File: src/rtl/alu_decode_stage_pkg.sv
// alu_decode_stage_pkg
// Shared definitions for the decode stage: ALU control bit positions, the
// control-bus width, MIPS opcode/funct encodings (including the custom
// nand/sht/shtu/lli R-type functs) and the operand/destination select enums.
// No ports; imported by alu_op_decode and alu_decode_stage.
package alu_decode_stage_pkg;

    localparam int ALU_CTRL_W = 16;

    // One-hot bit positions on the ALU control bus
    localparam int ALU_LLI  = 15;
    localparam int ALU_NAND = 14;
    localparam int ALU_SHTU = 13;
    localparam int ALU_SHT  = 12;
    localparam int ALU_ADD  = 11;
    localparam int ALU_SUB  = 10;
    localparam int ALU_SLT  = 9;
    localparam int ALU_SLTU = 8;
    localparam int ALU_AND  = 7;
    localparam int ALU_NOR  = 6;
    localparam int ALU_OR   = 5;
    localparam int ALU_XOR  = 4;
    localparam int ALU_SLL  = 3;
    localparam int ALU_SRL  = 2;
    localparam int ALU_SRA  = 1;
    localparam int ALU_LUI  = 0;

    localparam logic [5:0] OPC_RTYPE = 6'h00;
    localparam logic [5:0] OPC_ADDIU = 6'h09;
    localparam logic [5:0] OPC_SLTI  = 6'h0A;
    localparam logic [5:0] OPC_SLTIU = 6'h0B;
    localparam logic [5:0] OPC_ANDI  = 6'h0C;
    localparam logic [5:0] OPC_ORI   = 6'h0D;
    localparam logic [5:0] OPC_XORI  = 6'h0E;
    localparam logic [5:0] OPC_LUI   = 6'h0F;

    localparam logic [5:0] FUNCT_SLL  = 6'h00;
    localparam logic [5:0] FUNCT_SRL  = 6'h02;
    localparam logic [5:0] FUNCT_SRA  = 6'h03;
    localparam logic [5:0] FUNCT_SLLV = 6'h04;
    localparam logic [5:0] FUNCT_SRLV = 6'h06;
    localparam logic [5:0] FUNCT_SRAV = 6'h07;
    localparam logic [5:0] FUNCT_ADD  = 6'h20;
    localparam logic [5:0] FUNCT_ADDU = 6'h21;
    localparam logic [5:0] FUNCT_SUB  = 6'h22;
    localparam logic [5:0] FUNCT_SUBU = 6'h23;
    localparam logic [5:0] FUNCT_AND  = 6'h24;
    localparam logic [5:0] FUNCT_OR   = 6'h25;
    localparam logic [5:0] FUNCT_XOR  = 6'h26;
    localparam logic [5:0] FUNCT_NOR  = 6'h27;
    localparam logic [5:0] FUNCT_NAND = 6'h28;
    localparam logic [5:0] FUNCT_SLT  = 6'h2A;
    localparam logic [5:0] FUNCT_SLTU = 6'h2B;
    localparam logic [5:0] FUNCT_SHT  = 6'h2C;
    localparam logic [5:0] FUNCT_SHTU = 6'h2D;
    localparam logic [5:0] FUNCT_LLI  = 6'h2E;

    typedef enum logic {SRC1_RS, SRC1_SHAMT} src1_sel_e;
    typedef enum logic [1:0] {SRC2_RT, SRC2_SEXT, SRC2_ZEXT} src2_sel_e;
    typedef enum logic {DEST_RD, DEST_RT} dest_sel_e;

    function automatic logic [ALU_CTRL_W-1:0] alu_bit(input int idx);
        logic [ALU_CTRL_W-1:0] v;
        v = '0;
        v[idx] = 1'b1;
        return v;
    endfunction

endpackage

File: src/rtl/alu_decode_stage_op_decode.sv
// alu_op_decode
// Combinational opcode/funct decoder. Produces the one-hot ALU control and
// the select codes the stage uses for its operand and destination muxes.
// Ports:
//   opcode      in   inst[31:26]
//   funct       in   inst[5:0]
//   alu_control out  one-hot ALU op, all-zero for an illegal encoding
//   src1_sel    out  rs data or zero-extended shamt
//   src2_sel    out  rt data, sign- or zero-extended imm16
//   dest_sel    out  rd (R-type) or rt (I-type)
//   illegal     out  unrecognised opcode/funct
module alu_op_decode
    import alu_decode_stage_pkg::*;
(
    input  logic [5:0]            opcode,
    input  logic [5:0]            funct,
    output logic [ALU_CTRL_W-1:0] alu_control,
    output src1_sel_e             src1_sel,
    output src2_sel_e             src2_sel,
    output dest_sel_e             dest_sel,
    output logic                  illegal
);

    always_comb begin
        alu_control = '0;
        src1_sel    = SRC1_RS;
        src2_sel    = SRC2_RT;
        dest_sel    = DEST_RD;
        illegal     = 1'b0;
        if (opcode == OPC_RTYPE) begin
            unique case (funct)
                FUNCT_ADD, FUNCT_ADDU: alu_control = alu_bit(ALU_ADD);
                FUNCT_SUB, FUNCT_SUBU: alu_control = alu_bit(ALU_SUB);
                FUNCT_AND:  alu_control = alu_bit(ALU_AND);
                FUNCT_OR:   alu_control = alu_bit(ALU_OR);
                FUNCT_XOR:  alu_control = alu_bit(ALU_XOR);
                FUNCT_NOR:  alu_control = alu_bit(ALU_NOR);
                FUNCT_NAND: alu_control = alu_bit(ALU_NAND);
                FUNCT_SLT:  alu_control = alu_bit(ALU_SLT);
                FUNCT_SLTU: alu_control = alu_bit(ALU_SLTU);
                FUNCT_SHT:  alu_control = alu_bit(ALU_SHT);
                FUNCT_SHTU: alu_control = alu_bit(ALU_SHTU);
                FUNCT_LLI:  alu_control = alu_bit(ALU_LLI);
                // Immediate shifts take the amount from the shamt field
                FUNCT_SLL: begin alu_control = alu_bit(ALU_SLL); src1_sel = SRC1_SHAMT; end
                FUNCT_SRL: begin alu_control = alu_bit(ALU_SRL); src1_sel = SRC1_SHAMT; end
                FUNCT_SRA: begin alu_control = alu_bit(ALU_SRA); src1_sel = SRC1_SHAMT; end
                FUNCT_SLLV: alu_control = alu_bit(ALU_SLL);
                FUNCT_SRLV: alu_control = alu_bit(ALU_SRL);
                FUNCT_SRAV: alu_control = alu_bit(ALU_SRA);
                default:    illegal = 1'b1;
            endcase
        end else begin
            dest_sel = DEST_RT;
            unique case (opcode)
                OPC_ADDIU: begin alu_control = alu_bit(ALU_ADD);  src2_sel = SRC2_SEXT; end
                OPC_SLTI:  begin alu_control = alu_bit(ALU_SLT);  src2_sel = SRC2_SEXT; end
                OPC_SLTIU: begin alu_control = alu_bit(ALU_SLTU); src2_sel = SRC2_SEXT; end
                OPC_ANDI:  begin alu_control = alu_bit(ALU_AND);  src2_sel = SRC2_ZEXT; end
                OPC_ORI:   begin alu_control = alu_bit(ALU_OR);   src2_sel = SRC2_ZEXT; end
                OPC_XORI:  begin alu_control = alu_bit(ALU_XOR);  src2_sel = SRC2_ZEXT; end
                // The ALU does the 16-bit move into the upper half
                OPC_LUI:   begin alu_control = alu_bit(ALU_LUI);  src2_sel = SRC2_ZEXT; end
                default:   illegal = 1'b1;
            endcase
        end
    end

endmodule

File: src/rtl/alu_decode_stage.sv
// alu_decode_stage
// Decode stage between IF and EXE. Decodes one instruction per handshake,
// builds the two ALU operands from the register-file read data or the
// immediate/shamt fields, and registers them with the one-hot ALU control
// and write-back info. Single-entry output register, latency 1.
// Ports:
//   clk, rst            clock, synchronous active-high reset
//   flush               drop the held instruction and any same-cycle load
//   in_valid/in_ready   upstream handshake, in_inst instruction word
//   rs_addr/rt_addr     register-file read addresses (combinational)
//   rs_rdata/rt_rdata   register-file read data, same cycle
//   out_valid/out_ready downstream handshake
//   alu_control         one-hot ALU op
//   alu_src1/alu_src2   ALU operands
//   wb_dest/wb_wen      write-back register and enable
//   out_illegal         unrecognised encoding
module alu_decode_stage
    import alu_decode_stage_pkg::*;
#(
    parameter int DATA_W = 32,
    parameter int CTRL_W = ALU_CTRL_W,
    parameter int REG_AW = 5
) (
    input  logic              clk,
    input  logic              rst,
    input  logic              flush,
    input  logic              in_valid,
    output logic              in_ready,
    input  logic [31:0]       in_inst,
    output logic [REG_AW-1:0] rs_addr,
    output logic [REG_AW-1:0] rt_addr,
    input  logic [DATA_W-1:0] rs_rdata,
    input  logic [DATA_W-1:0] rt_rdata,
    output logic              out_valid,
    input  logic              out_ready,
    output logic [CTRL_W-1:0] alu_control,
    output logic [DATA_W-1:0] alu_src1,
    output logic [DATA_W-1:0] alu_src2,
    output logic [REG_AW-1:0] wb_dest,
    output logic              wb_wen,
    output logic              out_illegal
);

    logic [CTRL_W-1:0] dec_control;
    src1_sel_e         src1_sel;
    src2_sel_e         src2_sel;
    dest_sel_e         dest_sel;
    logic              dec_illegal;
    logic [DATA_W-1:0] src1_nxt;
    logic [DATA_W-1:0] src2_nxt;
    logic [REG_AW-1:0] dest_nxt;
    logic              wen_nxt;
    logic              load;

    assign rs_addr  = in_inst[25:21];
    assign rt_addr  = in_inst[20:16];
    assign in_ready = ~out_valid | out_ready;
    assign load     = in_valid & in_ready & ~flush;

    alu_op_decode u_op_decode (
        .opcode      (in_inst[31:26]),
        .funct       (in_inst[5:0]),
        .alu_control (dec_control),
        .src1_sel    (src1_sel),
        .src2_sel    (src2_sel),
        .dest_sel    (dest_sel),
        .illegal     (dec_illegal)
    );

    always_comb begin
        src1_nxt = rs_rdata;
        if (src1_sel == SRC1_SHAMT)
            src1_nxt = {{(DATA_W-5){1'b0}}, in_inst[10:6]};
        case (src2_sel)
            SRC2_SEXT: src2_nxt = {{(DATA_W-16){in_inst[15]}}, in_inst[15:0]};
            SRC2_ZEXT: src2_nxt = {{(DATA_W-16){1'b0}}, in_inst[15:0]};
            default:   src2_nxt = rt_rdata;
        endcase
        dest_nxt = (dest_sel == DEST_RT) ? in_inst[20:16] : in_inst[15:11];
        // $0 writes are suppressed here so EXE/WB never need to check
        wen_nxt  = ~dec_illegal & (dest_nxt != '0);
    end

    always_ff @(posedge clk) begin
        if (rst) begin
            out_valid   <= 1'b0;
            alu_control <= '0;
            alu_src1    <= '0;
            alu_src2    <= '0;
            wb_dest     <= '0;
            wb_wen      <= 1'b0;
            out_illegal <= 1'b0;
        end else begin
            if (load) begin
                alu_control <= dec_control;
                alu_src1    <= src1_nxt;
                alu_src2    <= src2_nxt;
                wb_dest     <= dest_nxt;
                wb_wen      <= wen_nxt;
                out_illegal <= dec_illegal;
            end
            if (flush)
                out_valid <= 1'b0;
            else if (load)
                out_valid <= 1'b1;
            else if (out_ready)
                out_valid <= 1'b0;
        end
    end

endmodule
File: config.mk
export PLATFORM = sky130hd
export DESIGN_NAME = alu_decode_stage
export DESIGN_NICKNAME = d
export VERILOG_FILES = /design/src/rtl/alu_decode_stage_pkg.sv /design/src/rtl/alu_decode_stage_op_decode.sv /design/src/rtl/alu_decode_stage.sv
export SDC_FILE = /design/constraint.sdc
export NUM_CORES = 1
export LEC_CHECK = 0
export BUFFER_PORTS_ARGS = -buffer_cell sky130_fd_sc_hd__buf_2
export CAP_MARGIN = 20
export CORE_MARGIN = 2
export CORE_UTILIZATION = 38
export DETAILED_ROUTE_END_ITERATION = 10
export PLACE_DENSITY = 0.7
export SYNTH_ARGS = -nofsm -noshare
export SYNTH_HDL_FRONTEND = slang
export SYNTH_HIERARCHICAL = 1
export SYNTH_SLANG_ARGS = --single-unit
File: constraint.sdc
create_clock -name clk -period 2.1 [get_ports clk]
set_input_delay 0.105 -clock clk [delete_from_list [all_inputs] [get_ports clk]]
set_output_delay 0.105 -clock clk [all_outputs]
set_load 0.1 [all_outputs]
==> After elaboration in Yosys (flattened, before gate mapping) <==
Index checks and enable logic that the tools add are counted.
Widths: inputs -> output; s select.
{ "totals": {"ram_bits": 0, "reg_bits": 88, "n_memories": 0, "rom_bits": 0, "latchBits": 0} }
{ "op_classes": {"n_eq_ne": 28, "n_shift": 0, "reduce_logical": 15, "div": 0, "mux": 15, "multipliers": 0, "add_sub_neg": 0, "n_lt_le_gt_ge": 0, "bitwise": 7} }
{ "op_table": {"columns": ["operator", "count"], "rows": [
  ["$pmux 16 s15", 1],
  ["$eq 6x6->1 const B", 14],
  ["$pmux 12 s7", 1],
  ["$pmux 32 s2", 1],
  ["$eq 6x4->1 const B", 7],
  ["$mux 32", 1],
  ["$reduce_or 20->1", 1],
  ["$eq 6x3->1 const B", 3],
  ["$mux 16", 1],
  ["$eq 6x2->1 const B", 2],
  ["$logic_not 6->1", 2],
  ["$reduce_or 2->1", 6],
  ["$mux 1", 7],
  ["$reduce_or 7->1", 1],
  ["$reduce_or 3->1", 2],
  ["$mux 5", 1],
  ["$reduce_bool 5->1", 1],
  ["$pmux 2 s2", 1],
  ["$reduce_or 4->1", 1],
  ["$and 1x1->1", 3],
  ["$not 1->1", 3],
  ["$eq 2x1->1 const B", 1],
  ["$eq 2x2->1 const B", 1],
  ["$mux 2", 1],
  ["2 further kinds", 2]
]} }

==> Logic depth before layout (Yosys ltp) <==
Gate-level depths: netlist of run 1.
{ "logic_depth": {"ltp_word": 6, "depth_mapped": 10, "ltp_nobuf": 8} }

==> Cells and area by module <==
The synthesis of run 1 kept the hierarchy.
{ "modules_own_cells": {"columns": ["mod", "area_each_um2", "cells_each", "n_inst"], "rows": [
  ["alu_decode_stage", 3882.5, 430, 1],
  ["alu_op_decode", 330.3, 51, 1]
]} }

==> Worst setup path before layout of run 1 <==
No wires, ideal clock.
{ "synth_timing": {"path_type": "reg-to-reg", "from": "register out_valid", "to": "register alu_control[10]", "stages_incl_launch_ff": 8, "arrival_time_ns": 2.123, "required_ns": 1.968, "n_path_buf": 3, "setup_slack_ns": -0.156, "path_cell_list": "dfxtp_1 > nor2b_4 > buf_6 > inv_2 > buf_6 > buf_2 > nand3_1 > a21oi_1"} }
{ "synth_via": {"elab_chain_len": 4} }
{ "synth_rtl": {"columns": ["item", "line_no", "source"], "rows": [
  ["from (decl)", "alu_decode_stage.sv:34", "output logic out_valid,"],
  ["from (signal assigned)", "alu_decode_stage.sv:86", "out_valid <= 1'b0;"],
  ["from (signal assigned)", "alu_decode_stage.sv:103", "out_valid <= 1'b0;"],
  ["from (signal assigned)", "alu_decode_stage.sv:105", "out_valid <= 1'b1;"],
  ["$not 1->1", "alu_decode_stage.sv:57", "assign in_ready = ~out_valid | out_ready;"],
  ["$or 1x1->1", "alu_decode_stage.sv:57", null],
  ["named net in_ready", "alu_decode_stage.sv:28", "output logic in_ready,"],
  ["$and 1x1->1 (2 in a row)", "alu_decode_stage.sv:58", "assign load = in_valid & in_ready & ~flush;"],
  ["to (signal assigned)", "alu_decode_stage.sv:95", "alu_control <= dec_control;"],
  ["to (decl)", "alu_decode_stage.sv:36", "output logic [CTRL_W-1:0] alu_control,"]
]} }
The timed path passes the listed nets, and every way through them passes these cells.
A chain may end at the register's enable or synchronous reset.

==> Final worst setup path of run 1 <==
{ "layout_timing": {"from": "input port in_inst[28]", "to": "register alu_src2[14]"} }
{ "layout_via": {"elab_chain_len": 6, "word_cells_on_any_way": 15, "classes_between": "9 x eq/ne; 3 x mux; 3 x reduce/logical"} }
{ "layout_rtl": {"columns": ["item", "line_no", "source"], "rows": [
  ["from (decl)", "alu_decode_stage.sv:29", "input logic [31:0] in_inst,"],
  ["$eq 6x4->1", "alu_decode_stage_op_decode.sv:55", "unique case (opcode)"],
  ["$reduce_or 4->1 (no line) / $reduce_or 3->1 (equally long branches)", null, null],
  ["$pmux 2 s2", "alu_decode_stage_op_decode.sv:55", null],
  ["$mux 2 *", "alu_decode_stage_op_decode.sv:30", "if (opcode == OPC_RTYPE) begin"],
  ["named net src2_sel[0]", "alu_decode_stage.sv:46", "src2_sel_e src2_sel;"],
  ["$eq 2x2->1 / $eq 2x1->1 (equally long branches)", "alu_decode_stage.sv:74", "case (src2_sel)"],
  ["$pmux 32 s2 *", "alu_decode_stage.sv:74", null],
  ["to (signal assigned)", "alu_decode_stage.sv:97", "alu_src2 <= src2_nxt;"],
  ["to (decl)", "alu_decode_stage.sv:38", "output logic [DATA_W-1:0] alu_src2,"]
]} }
The timed path passes the listed nets; every way through them passes the cells marked *.

==> flow_summary_export.csv, run 1 <==
group,metric,value,unit
final_layout,nNetsFinal,759,
final_layout,fill_cells,1025,
detailed_routing,vias_per_cell,5.461,
power_and_ir_drop,power,4.089,mW
clock_network,cts_tree,"yes",
critical_path,crit_arrival,2.20,ns
detailed_routing,antenna_left,0,
detailed_routing,first_pass_iters,5,
timing,rsz0062_at_grt,"false",
floorplanning,dieHeight,109.3,um
logic_synthesis,yosysTopAreaCell,"dfxtp_1",
timing,period_minus_slack,1.940,ns
clock_network,clk_pin_slew,0.09,ns
logic_synthesis,synth_compound_area_share,28.72,%
critical_path,cp.required,2.36,ns
logic_synthesis,synth_area_leaders,"dfxtp_1 (42%), a21oi_1 (10%), a211oi_1 (7.7%)",
critical_path,path_common_cell,"buf_4",
timing,hold_ws,0.01777,ns
floorplanning,io_pins,200,
placement,place_congestion,0.9238,
placement,io_buffers,189,
logic_synthesis,synth-seq-cells,88,
timing,drv_slew,0,
logic_synthesis,synthAdderAreaFrac,0.5940,%
logic_synthesis,yosysUniqueCellTypes,43,
final_layout,drive_above_1_share,36.52,%
clock_network,cts_root_buffer,"clkbuf_8",
clock_network,cts_resized,0,
timing,tightest_slew,0.8256,ns
detailed_routing,avgRoutedWirePerCell,15.90,um
detailed_routing,wirelength,12.72,mm
final_layout,seqCellArea,0.001763,mm^2
critical_path,cp-end-kind,"register",
run,max_cap_viol_count,0,
logic_synthesis,synth_mux_area_share,2.376,%
floorplanning,die-area,0.01194,mm^2
logic_synthesis,synthSimpleGateAreaFrac,16.90,%
worst_hold_path,hold_class,"input pin to register",
logic_synthesis,yosysSeqAreaShare,41.82,%
critical_path,worstPathCellList,"buf_2 > nor4b_2 > buf_4 > a21boi_0 > inv_1 > ha_1 > buf_4 > a22oi_1 > a211oi_1",
logic_synthesis,yosys_warnings,6,
grt,antenna_found_initial,0,
timing,hold_viol,0,
clock_network,ctsLongestPathBuffers,2,
power_and_ir_drop,p_leak,2.367,nW
floorplanning,start_util,38.86,%
clock_network,worstSkewPairLatency,0.35,ns
final_layout,mostFrequentLayoutCell,"buf_2",
power_and_ir_drop,powerDensity,740.3,mW/mm^2
critical_path,crit_fanout,32,
critical_path,crit_type,"input pin to register",
final_layout,area_growth,31.10,%
floorplanning,core-area,0.01084,mm^2
clock_network,h-tree-depth,3,
clock_network,cts_sinks,88,
logic_synthesis,synth_xor_area_share,0,%
floorplanning,die_w,109.3,um
critical_path,worst_setup_path_start_kind,"input pin",
grt,grt_max_degree,49,
timing,fin_crit_sh,92.36,%
logic_synthesis,syn_area,0.004213,mm^2
timing,timing.setup.tns,0,ns
grt,overflow,0,
grt,grt_use_total,20.71,%
timing,relSlewSlack,44.96,%
timing,finalSetupViolations,0,
floorplanning,rows,38,
logic_synthesis,avgSynthCellArea,8.758,um^2
critical_path,cpPeakStageDelay,0.37,ns
timing,fmax,515.6,MHz
detailed_routing,num_vias,4369,
clock_network,postCtsSetupBuffers,0,
outcome,outcome,"completed",
logic_synthesis,syn_inst,481,
final_layout,n_antenna_cell,0,
final_layout,mostFrequentLayoutCells,"buf_2 (189), dfxtp_1 (87), a21oi_1 (86), o21ai_0 (44), a211oi_1 (43)",
grt,grt_pass1_wl,19.75,mm
grt,grt_pass1_vias,4060,
logic_synthesis,synth_top_area_share,41.82,%
placement,dpl.hpwl,8.939,mm
logic_synthesis,syn_nets,584,
critical_path,cp_slowest_cell,"a21boi_0",
timing,skew,0.008152,ns
logic_synthesis,synth_top_family_by_area,"compound AO/OA/AOI/OAI gates",
final_layout,multiInputGateArea,0.002066,mm^2
power_and_ir_drop,ir_worst_vdd,0.4184,mV
final_layout,finish.utilization,50.95,%
detailed_routing,drtIter0Drc,441,
detailed_routing,drc_errors,0,
clock_network,cts_buffers,9,
-- synth_stat cells, drive strengths merged --
cell type  number
nand2b          5
nor2b           4
o32ai           3
nor3b           1
clkbuf         22
a22oi          16
nand4b         27
a211oi         43
o21ba           1
nor3            9
and4            2
nor2            3
buf            40
nand3b          1
nand2          19
ha              2
a21oi          86
inv            10
or3             2
dfxtp          88
o21ai          46
o31ai           2
a311oi          1
and2            1
or2             1
nor4b           2
o22ai           1
mux2i          10
a21boi          1
nor4            7
o2bb2ai         1
nand3          24
-- metrics by stage --
stage                     setup slack, ns  cells  cell area (um^2)
after floorplan                   0.09799    481              4220
after global placement           -0.08724    770              5190
after detailed placement          -0.1899    770              5190
after CTS                          0.1965    800              5523
after global routing              0.02441    800              5523
final                              0.1604    800              5523
-- power by group --
| group | internal (mW) | switching [mW] | leakage, nW |
|---|---|---|---|
| Clock | 0.523 | 0.576 | 0.0955 |
| Combinational | 0.269 | 0.930 | 1.55 |
| Sequential | 1.75 | 0.0411 | 0.721 |
-- what timing repair did --
item                       CTS  global route
hold buffers                15             0
setup endpoints to repair    0             0
hold endpoints to repair    15             0
-- critical path: cells and delay by family --
kind,cells,cell delay [ns]
adder cells (fa/ha/maj),1,0.33
AND/OR/NAND/NOR,1,0.28
buffers and inverters,4,0.69
AO/OA/AOI/OAI,3,0.79
-- final timing paths --
check	startpoint	endpoint	slack, ns	cells past startpoint
max	in_inst[28]	alu_src2[14]	0.16	9
min	rt_rdata[25]	alu_src2[25]	0.02	3
max reg2reg	out_valid	alu_src2[30]	0.55	5
min reg2reg	alu_src1[9]	alu_src1[9]	0.48	2
-- flip-flops by register name, summed over array words and instances (netlist names) --
| signal | count |
|---|---|
| alu_src1 | 32 |
| wb_dest | 5 |
| out_illegal | 1 |
| alu_control | 16 |
| out_valid | 1 |
| wb_wen | 1 |
| alu_src2 | 32 |
-- logic make-up (layout without fill, tap and decap cells) --
group | count (synthesis) | in the layout
AO/OA/AOI/OAI | 201 | 201
adder cells (fa/ha/maj) | 2 | 2
buffers and inverters | 72 | 251
flip-flops | 88 | 88
multiplexers | 10 | 10
AND/OR/NAND/NOR | 108 | 108
-- per-layer routing --
layer | wire [um] | up-vias | GRT usage, %
met1 | 5646 | 2015 | 27.43
met5 | 0 | - | 0
li1 | - | 2137 | -
met4 | 146 | 0 | 7.052
met2 | 5800 | 203 | 33.05
met3 | 1130 | 14 | 5.098
-- area by class of cell --
| type | instances | share of cell area [%] |
|---|---|---|
| Clock buffer | 13 | 3.058 |
| Clock inverter | 2 | 0.2492 |
| Inverter | 10 | 0.6797 |
| Multi-Input combinational cell | 321 | 37.40 |
| Sequential cell | 88 | 31.92 |
| Tap cell | 140 | 3.172 |
| Timing Repair Buffer | 226 | 23.52 |
No activity file was read; power rests on OpenSTA's default activity.
==> run 2: changes to the inputs <==
Settings changed: CORE_MARGIN 2 to not set.
==> flow_summary_export.csv, run 2 (synthesized netlist as in run 1, its figures left out) <==
group,metric,value,unit
critical_path,crit_arrival,2.04,ns
critical_path,crit_buf_inv,2,
timing,tightest_slew,0.7700,ns
clock_network,cts_sinks,88,
worst_hold_path,hold_class,"input pin to register",
clock_network,h-tree-depth,3,
clock_network,cts_root_buffer,"clkbuf_8",
final_layout,area_growth,30.20,%
clock_network,clk_pin_slew,0.09,ns
timing,fin_crit_sh,84.65,%
power_and_ir_drop,powerDensity,755.3,mW/mm^2
worst_hold_path,hold_path_depth,3,
floorplanning,dieHeight,107.3,um
grt,grt_max_degree,44,
placement,dpl_cell_area,0.005127,mm^2
detailed_routing,antenna_left,0,
power_and_ir_drop,p_leak,2.337,nW
worst_hold_path,hp-start,"rs_rdata[9]",
timing,relSlewSlack,48.67,%
power_and_ir_drop,p_int,2.587,mW
clock_network,cts_buffers,9,
detailed_routing,drtIter0Drc,313,
power_and_ir_drop,power_frac_comb,28.7,%
critical_path,r2r-start,"out_valid",
power_and_ir_drop,clkPwrFrac,28.1,%
placement,dp_cells,765,
placement,dpl.hpwl,8.733,mm
critical_path,cpPeakStageDelay,0.38,ns
run,max_cap_viol_count,0,
detailed_routing,avgRoutedWirePerCell,15.99,um
final_layout,top_regs,"alu_src1: 32 flops, alu_src2: 32 flops, alu_control: 16 flops",
final_layout,drive_above_1_share,35.77,%
critical_path,rr_worst_depth,5,
floorplanning,die_w,107.3,um
critical_path,r2r-end,"alu_src2[13]",
detailed_routing,first_pass_iters,6,
final_layout,fill_cells,1046,
timing,fmax,562.6,MHz
critical_path,reg2reg_slack,0.60,ns
placement,place_congestion,0.9010,
final_layout,mostFrequentLayoutCells,"buf_2 (189), dfxtp_1 (87), a21oi_1 (86), o21ai_0 (44), a211oi_1 (43)",
timing,finalSetupViolations,0,
timing,period_minus_slack,1.778,ns
clock_network,ctsLongestPathBuffers,2,
placement,dp_slack,-0.07745,ns
grt,grt_use_total,21.94,%
detailed_routing,vias_per_cell,5.597,
timing,rsz0062_at_grt,"false",
final_layout,final_cells,797,
timing,hold_ws,0.02756,ns
floorplanning,start_util,38.86,%
grt,grt_pass1_vias,4082,
final_layout,multiInputGateArea,0.002066,mm^2
grt,antenna_found_initial,0,
timing,fin_ws,0.3224,ns
critical_path,cp-end-kind,"register",
grt,grt_pass1_wl,20.18,mm
final_layout,finish.utilization,50.60,%
worst_hold_path,whs_endpoint,"alu_src1[9]",
detailed_routing,num_vias,4461,
power_and_ir_drop,p_switching,1.556,mW
floorplanning,die-area,0.01151,mm^2
critical_path,crit_type,"input pin to register",
timing,hold_viol,0,
critical_path,worst_setup_path_start_kind,"input pin",
final_layout,mostFrequentLayoutCell,"buf_2",
floorplanning,io_pins,200,
critical_path,cp_slowest_cell,"o21ba_4",
critical_path,crit_fanout,16,
detailed_routing,drc_errors,0,
final_layout,n_antenna_cell,0,
final_layout,nNetsFinal,756,
floorplanning,rows,38,
timing,drv_slew,0,
critical_path,cp.required,2.36,ns
floorplanning,core-area,0.01084,mm^2
timing,skew,0.007474,ns
detailed_routing,wirelength,12.75,mm
final_layout,seqCellArea,0.001763,mm^2
final_layout,final_cell_area,0.005485,mm^2
outcome,outcome,"completed",
power_and_ir_drop,p_seq_share,43.2,%
grt,overflow,0,
critical_path,cp_top_family,"compound AO/OA/AOI/OAI gates",
critical_path,worstPathCellList,"buf_2 > nor4b_2 > a21boi_0 > inv_1 > ha_1 > o21ba_4 > a22oi_1 > a211oi_1",
placement,io_buffers,189,
clock_network,cts_tree,"yes",
clock_network,worstSkewPairLatency,0.35,ns
power_and_ir_drop,p_sw_share,37.55,%
power_and_ir_drop,ir_worst_vdd,0.3710,mV
run 2: cell types whose count changed in the layout (fill, tap and decap cells not counted), sizes merged:
| cell | before | now |
|---|---|---|
| dlygate4sd3 | 15 | 17 |
| bufinv | 0 | 1 |
| clkinvlp | 0 | 1 |
| clkinv | 2 | 1 |
| clkbuf | 13 | 12 |
| buf | 211 | 206 |
run 2: layout make-up:
class,count,area share (%)
Multi-Input combinational cell,321,37.66
Sequential cell,88,32.14
Timing Repair Buffer,223,22.90
Tap cell,140,3.193
Clock buffer,12,2.646
Clock inverter,3,0.7755
Inverter,10,0.6843
run 2: repair_timing:
action | CTS | global route
gates resized for setup | 0 | 0
endpoints found under the hold margin | 17 | 0
setup buffers | 0 | 0
hold buffers | 17 | 0
run 2: layer usage:
metal | global-route usage [%] | up-vias | part of all wire, %
li1 | - | 2129 | -
met1 | 27.57 | 2082 | 44
met2 | 36.73 | 225 | 47
met3 | 5.872 | 25 | 8.5
met4 | 6.360 | 0 | 1.3
met5 | 0 | - | 0
run 2: how the worst max path moves through the flow:
stage                         to   startpoint  cells past startpoint
floorplan            alu_src1[2]  in_inst[28]                      7
global placement    alu_src2[16]  in_inst[28]                      9
detailed placement  alu_src2[10]  in_inst[28]                      8
CTS                 alu_src2[10]  in_inst[28]                      8
global route         alu_src2[4]  in_inst[31]                      8
finish              alu_src2[10]  in_inst[28]                      8
run 2: stage by stage:
step	TNS, ns	power [mW]
floorplan	0	2.787
global placement	-0.04096	2.979
detailed placement	-0.5389	2.993
CTS	0	4.180
global route	0	4.312
finish	0	4.143
run 2: power by group through the flow:
stage,Clock (mW),Sequential [mW],Combinational (mW)
2_1_floorplan,0,2.42,0.370
3_3_place_gp,0,1.83,1.15
3_5_place_dp,0,1.83,1.16
4_1_cts,1.20,1.79,1.19
5_1_grt,1.26,1.80,1.25
6_report,1.16,1.79,1.19
run 2: worst reg2reg max path: stages, from the launching register on:
cell and delay, ns:
dfxtp_2 0.33, nor2b_4 0.33, inv_2 0.16, buf_4 0.28
a21oi_1 0.20, a211oi_1 0.06
